**src/rtl/spi_mem_responder_if.sv**
```systemverilog
// spi_mem_responder_if: bundles the SPI pins, the byte-wide memory request port and the
// busy flag of spi_mem_responder.
//   slave  modport: the responder side (drives miso/miso_oe, mem_* requests, busy)
//   master modport: the SPI master plus memory backend side (drives sclk/cs_n/mosi,
//                   addr24 and mem_rdata)
// MEM_AW is the width of mem_addr and must match the responder's MEM_AW.
interface spi_mem_responder_if #(
    parameter int unsigned MEM_AW = 24
);
    logic              sclk;
    logic              cs_n;
    logic              mosi;
    logic              miso;
    logic              miso_oe;
    logic              addr24;
    logic [MEM_AW-1:0] mem_addr;
    logic [7:0]        mem_wdata;
    logic              mem_we;
    logic              mem_re;
    logic [7:0]        mem_rdata;
    logic              busy;

    modport slave (
        input  sclk, cs_n, mosi, addr24, mem_rdata,
        output miso, miso_oe, mem_addr, mem_wdata, mem_we, mem_re, busy
    );

    modport master (
        output sclk, cs_n, mosi, addr24, mem_rdata,
        input  miso, miso_oe, mem_addr, mem_wdata, mem_we, mem_re, busy
    );
endinterface

```
**src/rtl/spi_mem_responder.sv**
```systemverilog
// spi_mem_responder: SPI mode-0 slave emulating a 23LC-style serial SRAM/ROM in front of a
// byte-wide synchronous memory. Decodes READ (0x03) and WRITE (0x02) with a 16- or 24-bit
// address and streams sequential bytes. All SPI pins are oversampled in the clk domain
// (clk must be at least 8x sclk).
//
// Ports:
//   clk    system clock
//   rst_n  asynchronous active-low reset
//   bus    spi_mem_responder_if.slave:
//            sclk, cs_n, mosi  SPI inputs (synchronised SYNC_STAGES deep)
//            miso, miso_oe     serial data out and its output enable
//            addr24            1 = 3 address bytes, 0 = 2; latched when cs_n falls
//            mem_addr/mem_wdata/mem_we/mem_re  backend request, one-cycle strobes
//            mem_rdata         backend read data, valid 1 clk after mem_re
//            busy              transaction active
//
// Optional feature macro: SPI_RESPONDER_STATUS_EN adds RDSR (0x05) / WRSR (0x01) and the
// byte / page access modes. Without it those opcodes are ignored and access is sequential.
module spi_mem_responder #(
    parameter int unsigned SYNC_STAGES = 2,
    parameter int unsigned MEM_AW      = 24
) (
    input logic                clk,
    input logic                rst_n,
    spi_mem_responder_if.slave bus
);

    localparam logic [2:0] StIdle   = 3'd0;
    localparam logic [2:0] StCmd    = 3'd1;
    localparam logic [2:0] StAddr   = 3'd2;
    localparam logic [2:0] StDataRd = 3'd3;
    localparam logic [2:0] StDataWr = 3'd4;
    localparam logic [2:0] StIgnore = 3'd5;
`ifdef SPI_RESPONDER_STATUS_EN
    localparam logic [2:0] StWrsr   = 3'd6;
`endif

    logic [SYNC_STAGES-1:0] sclk_sync, cs_sync, mosi_sync;
    logic                   sclk_prev, cs_prev;
    logic                   sclk_s, cs_s, mosi_s;
    logic                   sclk_rise, sclk_fall, cs_rise, cs_fall;

    logic [2:0]  state_q;
    logic [4:0]  bitcnt_q;
    logic [6:0]  shift_q;
    logic [23:0] addr_q;
    logic        addr24_q;
    logic        is_read_q;
    logic [7:0]  tx_q;
    logic        rd_load_q;   // mem_rdata is valid this cycle
    logic        rd_skip_q;   // first sclk fall after loading a byte must not shift
    logic        miso_oe_q;
    logic        mem_we_q, mem_re_q;
    logic [23:0] mem_addr_q;
    logic [7:0]  mem_wdata_q;

    logic [7:0]  rx_byte;
    logic [23:0] addr_shift;
    logic [23:0] addr_inc;
    logic [4:0]  addr_last;
    logic [1:0]  mode;

`ifdef SPI_RESPONDER_STATUS_EN
    logic [1:0]  mode_q;
    logic        status_rd_q;
    assign mode = mode_q;
`else
    assign mode = 2'b01;
`endif

    assign sclk_s    = sclk_sync[SYNC_STAGES-1];
    assign cs_s      = cs_sync[SYNC_STAGES-1];
    assign mosi_s    = mosi_sync[SYNC_STAGES-1];
    assign sclk_rise = sclk_s & ~sclk_prev;
    assign sclk_fall = ~sclk_s & sclk_prev;
    assign cs_rise   = cs_s & ~cs_prev;
    assign cs_fall   = ~cs_s & cs_prev;

    assign rx_byte    = {shift_q, mosi_s};
    assign addr_shift = {addr_q[22:0], mosi_s};
    assign addr_last  = addr24_q ? 5'd23 : 5'd15;

    // Sequential increment: 16-bit wrap in 2-byte mode, 24-bit otherwise, and wrap inside
    // a 32-byte page in page mode.
    function automatic logic [23:0] next_addr(input logic [23:0] a, input logic wide,
                                              input logic [1:0] m);
        logic [23:0] n;
        n = a + 24'd1;
        if (!wide) begin
            n[23:16] = 8'h00;
        end
        if (m == 2'b10) begin
            n = {a[23:5], n[4:0]};
        end
        return n;
    endfunction

    assign addr_inc = next_addr(addr_q, addr24_q, mode);

    assign bus.miso      = miso_oe_q & tx_q[7];
    assign bus.miso_oe   = miso_oe_q;
    assign bus.mem_we    = mem_we_q;
    assign bus.mem_re    = mem_re_q;
    assign bus.mem_addr  = MEM_AW'(mem_addr_q);
    assign bus.mem_wdata = mem_wdata_q;
    assign bus.busy      = (state_q != StIdle);

    always_ff @(posedge clk or negedge rst_n) begin
        if (!rst_n) begin
            sclk_sync   <= '0;
            cs_sync     <= '1;
            mosi_sync   <= '0;
            sclk_prev   <= 1'b0;
            cs_prev     <= 1'b1;
            state_q     <= StIdle;
            bitcnt_q    <= 5'd0;
            shift_q     <= 7'd0;
            addr_q      <= 24'd0;
            addr24_q    <= 1'b0;
            is_read_q   <= 1'b0;
            tx_q        <= 8'd0;
            rd_load_q   <= 1'b0;
            rd_skip_q   <= 1'b0;
            miso_oe_q   <= 1'b0;
            mem_we_q    <= 1'b0;
            mem_re_q    <= 1'b0;
            mem_addr_q  <= 24'd0;
            mem_wdata_q <= 8'd0;
`ifdef SPI_RESPONDER_STATUS_EN
            mode_q      <= 2'b01;
            status_rd_q <= 1'b0;
`endif
        end else begin
            sclk_sync[0] <= bus.sclk;
            cs_sync[0]   <= bus.cs_n;
            mosi_sync[0] <= bus.mosi;
            for (int i = 1; i < int'(SYNC_STAGES); i++) begin
                sclk_sync[i] <= sclk_sync[i-1];
                cs_sync[i]   <= cs_sync[i-1];
                mosi_sync[i] <= mosi_sync[i-1];
            end
            sclk_prev <= sclk_s;
            cs_prev   <= cs_s;

            mem_we_q  <= 1'b0;
            mem_re_q  <= 1'b0;
            rd_load_q <= mem_re_q;
            if (rd_load_q && state_q == StDataRd) begin
                tx_q      <= bus.mem_rdata;
                miso_oe_q <= 1'b1;
            end

            // cs_n rising overrides everything, including a byte completing this cycle.
            if (cs_rise) begin
                state_q   <= StIdle;
                miso_oe_q <= 1'b0;
                rd_load_q <= 1'b0;
            end else begin
                case (state_q)
                    StIdle: begin
                        if (cs_fall) begin
                            state_q  <= StCmd;
                            bitcnt_q <= 5'd0;
                            addr24_q <= bus.addr24;
                        end
                    end
                    StCmd: begin
                        if (sclk_rise) begin
                            shift_q  <= rx_byte[6:0];
                            bitcnt_q <= bitcnt_q + 5'd1;
                            if (bitcnt_q == 5'd7) begin
                                bitcnt_q <= 5'd0;
                                addr_q   <= 24'd0;
                                case (rx_byte)
                                    8'h03: begin
                                        state_q   <= StAddr;
                                        is_read_q <= 1'b1;
`ifdef SPI_RESPONDER_STATUS_EN
                                        status_rd_q <= 1'b0;
`endif
                                    end
                                    8'h02: begin
                                        state_q   <= StAddr;
                                        is_read_q <= 1'b0;
                                    end
`ifdef SPI_RESPONDER_STATUS_EN
                                    8'h05: begin
                                        state_q     <= StDataRd;
                                        status_rd_q <= 1'b1;
                                        tx_q        <= {mode_q, 6'd0};
                                        miso_oe_q   <= 1'b1;
                                        rd_skip_q   <= 1'b1;
                                    end
                                    8'h01: state_q <= StWrsr;
`endif
                                    default: state_q <= StIgnore;
                                endcase
                            end
                        end
                    end
                    StAddr: begin
                        if (sclk_rise) begin
                            addr_q   <= addr_shift;
                            bitcnt_q <= bitcnt_q + 5'd1;
                            if (bitcnt_q == addr_last) begin
                                bitcnt_q <= 5'd0;
                                if (is_read_q) begin
                                    mem_re_q   <= 1'b1;
                                    mem_addr_q <= addr_shift;
                                    rd_skip_q  <= 1'b1;
                                    state_q    <= StDataRd;
                                end else begin
                                    state_q <= StDataWr;
                                end
                            end
                        end
                    end
                    StDataRd: begin
                        if (sclk_fall) begin
                            if (rd_skip_q) begin
                                rd_skip_q <= 1'b0;
                            end else if (bitcnt_q == 5'd7) begin
                                // Byte done: fetch the next one; it lands in tx_q two clks
                                // later, well before the master's next sampling edge.
                                bitcnt_q <= 5'd0;
`ifdef SPI_RESPONDER_STATUS_EN
                                if (status_rd_q) begin
                                    tx_q <= {mode_q, 6'd0};
                                end else
`endif
                                if (mode == 2'b00) begin
                                    state_q   <= StIgnore;
                                    miso_oe_q <= 1'b0;
                                end else begin
                                    addr_q     <= addr_inc;
                                    mem_addr_q <= addr_inc;
                                    mem_re_q   <= 1'b1;
                                end
                            end else begin
                                tx_q     <= {tx_q[6:0], 1'b0};
                                bitcnt_q <= bitcnt_q + 5'd1;
                            end
                        end
                    end
                    StDataWr: begin
                        if (sclk_rise) begin
                            shift_q  <= rx_byte[6:0];
                            bitcnt_q <= bitcnt_q + 5'd1;
                            if (bitcnt_q == 5'd7) begin
                                bitcnt_q    <= 5'd0;
                                mem_we_q    <= 1'b1;
                                mem_wdata_q <= rx_byte;
                                mem_addr_q  <= addr_q;
                                addr_q      <= addr_inc;
                                if (mode == 2'b00) begin
                                    state_q <= StIgnore;
                                end
                            end
                        end
                    end
`ifdef SPI_RESPONDER_STATUS_EN
                    StWrsr: begin
                        if (sclk_rise) begin
                            shift_q  <= rx_byte[6:0];
                            bitcnt_q <= bitcnt_q + 5'd1;
                            if (bitcnt_q == 5'd7) begin
                                mode_q  <= rx_byte[7:6];
                                state_q <= StIgnore;
                            end
                        end
                    end
`endif
                    default: ;  // StIgnore: discard until cs_n rises
                endcase
            end
        end
    end

endmodule

```
**src/flat_wrapper.sv**
```systemverilog
// flat-port wrapper written by rule: the top's interface ports become plain ports
module spi_mem_responder_flat 
#(
    parameter int unsigned SYNC_STAGES = 2,
    parameter int unsigned MEM_AW      = 24
)
  (clk, rst_n, bus_sclk, bus_cs_n, bus_mosi, bus_addr24, bus_mem_rdata, bus_miso, bus_miso_oe, bus_mem_addr, bus_mem_wdata, bus_mem_we, bus_mem_re, bus_busy);
  spi_mem_responder_if #(.MEM_AW(MEM_AW)) bus_i ();
  input logic clk;
  input logic rst_n;
  input wire logic [$bits(bus_i.sclk)-1:0] bus_sclk;
  input wire logic [$bits(bus_i.cs_n)-1:0] bus_cs_n;
  input wire logic [$bits(bus_i.mosi)-1:0] bus_mosi;
  input wire logic [$bits(bus_i.addr24)-1:0] bus_addr24;
  input wire logic [$bits(bus_i.mem_rdata)-1:0] bus_mem_rdata;
  output wire logic [$bits(bus_i.miso)-1:0] bus_miso;
  output wire logic [$bits(bus_i.miso_oe)-1:0] bus_miso_oe;
  output wire logic [$bits(bus_i.mem_addr)-1:0] bus_mem_addr;
  output wire logic [$bits(bus_i.mem_wdata)-1:0] bus_mem_wdata;
  output wire logic [$bits(bus_i.mem_we)-1:0] bus_mem_we;
  output wire logic [$bits(bus_i.mem_re)-1:0] bus_mem_re;
  output wire logic [$bits(bus_i.busy)-1:0] bus_busy;
  assign bus_i.sclk = bus_sclk;
  assign bus_i.cs_n = bus_cs_n;
  assign bus_i.mosi = bus_mosi;
  assign bus_i.addr24 = bus_addr24;
  assign bus_i.mem_rdata = bus_mem_rdata;
  assign bus_miso = bus_i.miso;
  assign bus_miso_oe = bus_i.miso_oe;
  assign bus_mem_addr = bus_i.mem_addr;
  assign bus_mem_wdata = bus_i.mem_wdata;
  assign bus_mem_we = bus_i.mem_we;
  assign bus_mem_re = bus_i.mem_re;
  assign bus_busy = bus_i.busy;
  spi_mem_responder #(.SYNC_STAGES(SYNC_STAGES), .MEM_AW(MEM_AW)) u_core (.clk(clk), .rst_n(rst_n), .bus(bus_i));
endmodule
```
**config.mk**
```make
export PLATFORM = sky130hd
export DESIGN_NAME = spi_mem_responder_flat
export DESIGN_NICKNAME = d
export VERILOG_FILES = /design/src/rtl/spi_mem_responder_if.sv /design/src/rtl/spi_mem_responder.sv /design/src/flat_wrapper.sv
export SDC_FILE = /design/constraint.sdc
export NUM_CORES = 1
export LEC_CHECK = 0
export ABC_AREA = 1
export CAP_MARGIN = 0
export CORE_ASPECT_RATIO = 1.5
export CORE_MARGIN = 3
export CORE_UTILIZATION = 38
export DETAILED_ROUTE_END_ITERATION = 12
export PLACE_DENSITY = 0.6
export RECOVER_POWER = 25
export SETUP_SLACK_MARGIN = 0.05
export SYNTH_ARGS = -nofsm -noshare
export SYNTH_HDL_FRONTEND = slang
export SYNTH_SLANG_ARGS = --single-unit
export TNS_END_PERCENT = 30
```
**constraint.sdc**
```tcl
create_clock -name clk -period 3.3 [get_ports clk]
set_clock_uncertainty 0.2 [all_clocks]
set_input_delay 0.495 -clock clk [delete_from_list [all_inputs] [get_ports clk]]
set_output_delay 0.495 -clock clk [all_outputs]
set_load 0.02 [all_outputs]
```
==> flow_summary.json <==
{
  "wl_mm": 14.9,
  "drv_cap": 0,
  "worst_path_max_delay_cell": "dfrtp_1",
  "antenna_found_initial": 0,
  "synth_edf_count": 0,
  "max_freq_ghz": 0.364,
  "grt_pass1_vias": 5147,
  "die_x_um": 102,
  "hold_violations": 0,
  "dp_cells": 917,
  "worst-endpoint-arrival_ns": 2.81,
  "critical_path_depth": 9,
  "cts.sinks": 94,
  "synth_area_sq_um": 5270,
  "p_per_area_nw_per_um2": 789,
  "hold_path.class": "flip-flop to flip-flop",
  "finalNetCount": 782,
  "cts_root_buf": "clkbuf_16",
  "fp.dieH_um": 150,
  "synth_cells": 722,
  "rsz0062_at_grt": "false",
  "cts_tree": "built",
  "wl_per_cell_um": 15.9,
  "endpoint": "u_core.bus.mem_addr[11]$_DFFE_PN0P_",
  "worst_skew_pair.late_latency_ns": 0.34,
  "slew_violations": 0,
  "synth_seq_area_share_pct": 44.7,
  "slowest_delay_ns": 0.57,
  "crit_path_start_kind": "flip-flop",
  "syn2layout_area_growth_pct": 18.3,
  "die_area_sq_um": 15300,
  "yosysMostFrequentCell": "nand2_1",
  "place.gp.congestion": 1.01,
  "drive_above_1_share_pct": 6.36,
  "overflow": 0,
  "start_util_pct": 38.9,
  "ys_types": 35,
  "fin_crit_ns": 2.74,
  "crit_path_start": "u_core.state_q[0]$_DFFE_PN0P_",
  "timing.slew.headroom_pct": 13.2,
  "final_cells": 933,
  "crit_required_ns": 3.36,
  "grt_pass1_wl_mm": 24.6,
  "path_max_fanout": 28,
  "route.detailed.drc": 0,
  "avgViaCountPerCell": 5.50,
  "yosys-top-cells-count": "nand2_1 (174), nor2_1 (107), dfrtp_1 (91), inv_1 (67), nand3_1 (50)",
  "ys_seq_elements": 94,
  "synthArstFlopShare_pct": 100,
  "r2r_start": "u_core.state_q[0]$_DFFE_PN0P_",
  "insertedDiodeCount": 0,
  "peakVddDrop_mv": 0.353,
  "final.setup.tns_ns": 0,
  "r2r_end": "u_core.bus.mem_addr[11]$_DFFE_PN0P_",
  "path_clk_slew_ns": 0.07,
  "ioPinCount": 51,
  "path_delay_family": "simple AND/OR/NAND/NOR gates",
  "dp_worst_setup_slack_ns": 0.585,
  "cp_cell_sequence": "nor2_4 > nand2_2 > inv_1 > nand2_1 > nand3_2 > nor2_4 > buf_4 > nor2_1 > a21oi_1",
  "drt_iter0_drc": 354,
  "postCtsResizedCells": 0,
  "syn_area_per_cell_sq_um": 7.30,
  "port_buffers": 50,
  "core_sq_um": 13500,
  "path_buf_inv": 2,
  "yosysWarnings": 0,
  "cp_common_cell": "nor2_4",
  "hold_slack_ns": 0.151,
  "grt_usage_pct": 20.1,
  "worst_pin_slew_ns": 1.30,
  "via_count": 5134,
  "cts_hold_buf": 0,
  "ff2ff_setup_slack_ns": 0.56,
  "cts_buffer_depth": 2,
  "yosysTopAreaCellShare_pct": 43.2,
  "drtPass1Iterations": 6,
  "post_cts_buffers": 0,
  "synth.area.top_cells": "dfrtp_1 (43%), nand2_1 (12%), nor2_1 (7.6%)",
  "synth_nets": 738,
  "rows": 52,
  "leakage_nw": 2.69,
  "worst-r2r-cell-count": 9,
  "synthFlopType": "dfrtp_1",
  "ant_nets": 0,
  "dp_hpwl_mm": 10.8,
  "period_share_pct": 83.2,
  "crit_path_end_kind": "flip-flop",
  "setup_violations": 0,
  "htreeDepth": 3,
  "status": "completed",
  "grt_max_degree": 50,
  "cts_buffers": 9,
  "critPathKind": "flip-flop to flip-flop",
  "fin_ws_ns": 0.555,
  "yosys.area.top_type": "dfrtp_1"
}
-- flip-flops by register name, summed over array words and instances, names as in the netlist, 2 cells and up --
| register | flops |
|---|---|
| u_core.shift_q | 7 |
| u_core.state_q | 3 |
| u_core.addr_q | 24 |
| u_core.mosi_sync | 2 |
| u_core.sclk_sync | 2 |
| u_core.bus.mem_addr | 24 |
| u_core.bus.mem_wdata | 8 |
| u_core.tx_q | 8 |
| u_core.cs_sync | 2 |
| u_core.bitcnt_q | 5 |
-- logic make-up after synthesis --
family | after synthesis | synth area share [%]
AO/OA/AOI/OAI | 129 | 13.3
XOR/XNOR | 9 | 1.50
adder cells (fa/ha/maj) | 2 | 0.475
buffers and inverters | 99 | 7.86
flip-flops | 94 | 44.7
multiplexers | 1 | 0.214
AND/OR/NAND/NOR | 388 | 31.9
-- report_power, final --
group          switching, mW  internal, mW
Clock                  0.455         0.610
Sequential             0.280          1.44
Combinational           1.37         0.764
-- final cells by class --
cell class	instances	area [sq um]
clock buffers	11	243
clock inverters	5	58.8
fillers	1339	7300
inverters	70	263
multi-input cells	529	2500
flip-flops and latches	94	2360
well taps	162	203
repair buffers	62	611
-- worst min-delay path by stage --
stage                                          endpoint                          start  slack, ns  depth (start not counted)
finish                    u_core.mosi_sync[1]$_DFF_PN0_  u_core.mosi_sync[0]$_DFF_PN0_       0.15                          0
global route              u_core.mosi_sync[1]$_DFF_PN0_  u_core.mosi_sync[0]$_DFF_PN0_       0.17                          0
CTS                 u_core.bus.mem_wdata[1]$_DFFE_PN0P_                          rst_n       0.02                          1
detailed placement        u_core.mosi_sync[1]$_DFF_PN0_  u_core.mosi_sync[0]$_DFF_PN0_       0.14                          0
global placement          u_core.mosi_sync[1]$_DFF_PN0_  u_core.mosi_sync[0]$_DFF_PN0_       0.13                          0
floorplan                   u_core.addr24_q$_DFFE_PN0P_                          rst_n    -0.0006                          0
-- layout by cell type, fill, tap and decap left out, types with 2 or more instances in the layout --
master           count
inv_1               67
ha_1                 2
nand3_2              3
xor2_1               9
o211ai_1             3
dfrtp_1             91
nand4_1             23
buf_4               10
clkbuf_16            9
clkinvlp_4           2
inv_2                2
a21oi_1             42
nand2_1            174
nor2_1             107
dlygate4sd3_1        3
buf_12               2
dfstp_2              2
nand2_2              4
clkdlybuf4s50_1     46
o22ai_1             19
o21ai_0             42
nor2_2               3
a31oi_1              7
a22oi_1              3
nand3_1             50
nor2_4               3
nor3_1              19
o21ai_1             10
-- per-layer routing --
| layer | GRT usage (%) | up-vias | routed length [um] |
|---|---|---|---|
| met3 | 3.43 | 41 | 656 |
| met4 | 9.32 | 0 | 524 |
| met5 | 0 | - | 0 |
| li1 | - | 2475 | - |
| met2 | 35.7 | 155 | 7790 |
| met1 | 23.2 | 2463 | 5890 |
-- metrics by stage --
step / power [mW] / area [sq um] / util, %
final: 4.92 / 6230 / 46.0
after global routing: 5.27 / 6230 / 46.0
after CTS: 4.94 / 6230 / 46.1
after detailed placement: 3.86 / 5930 / 43.8
after global placement: 3.82 / 5930 / 43.8
after floorplan: 3.12 / 5270 / -
Note: power is estimated with default switching activity, not from simulation.
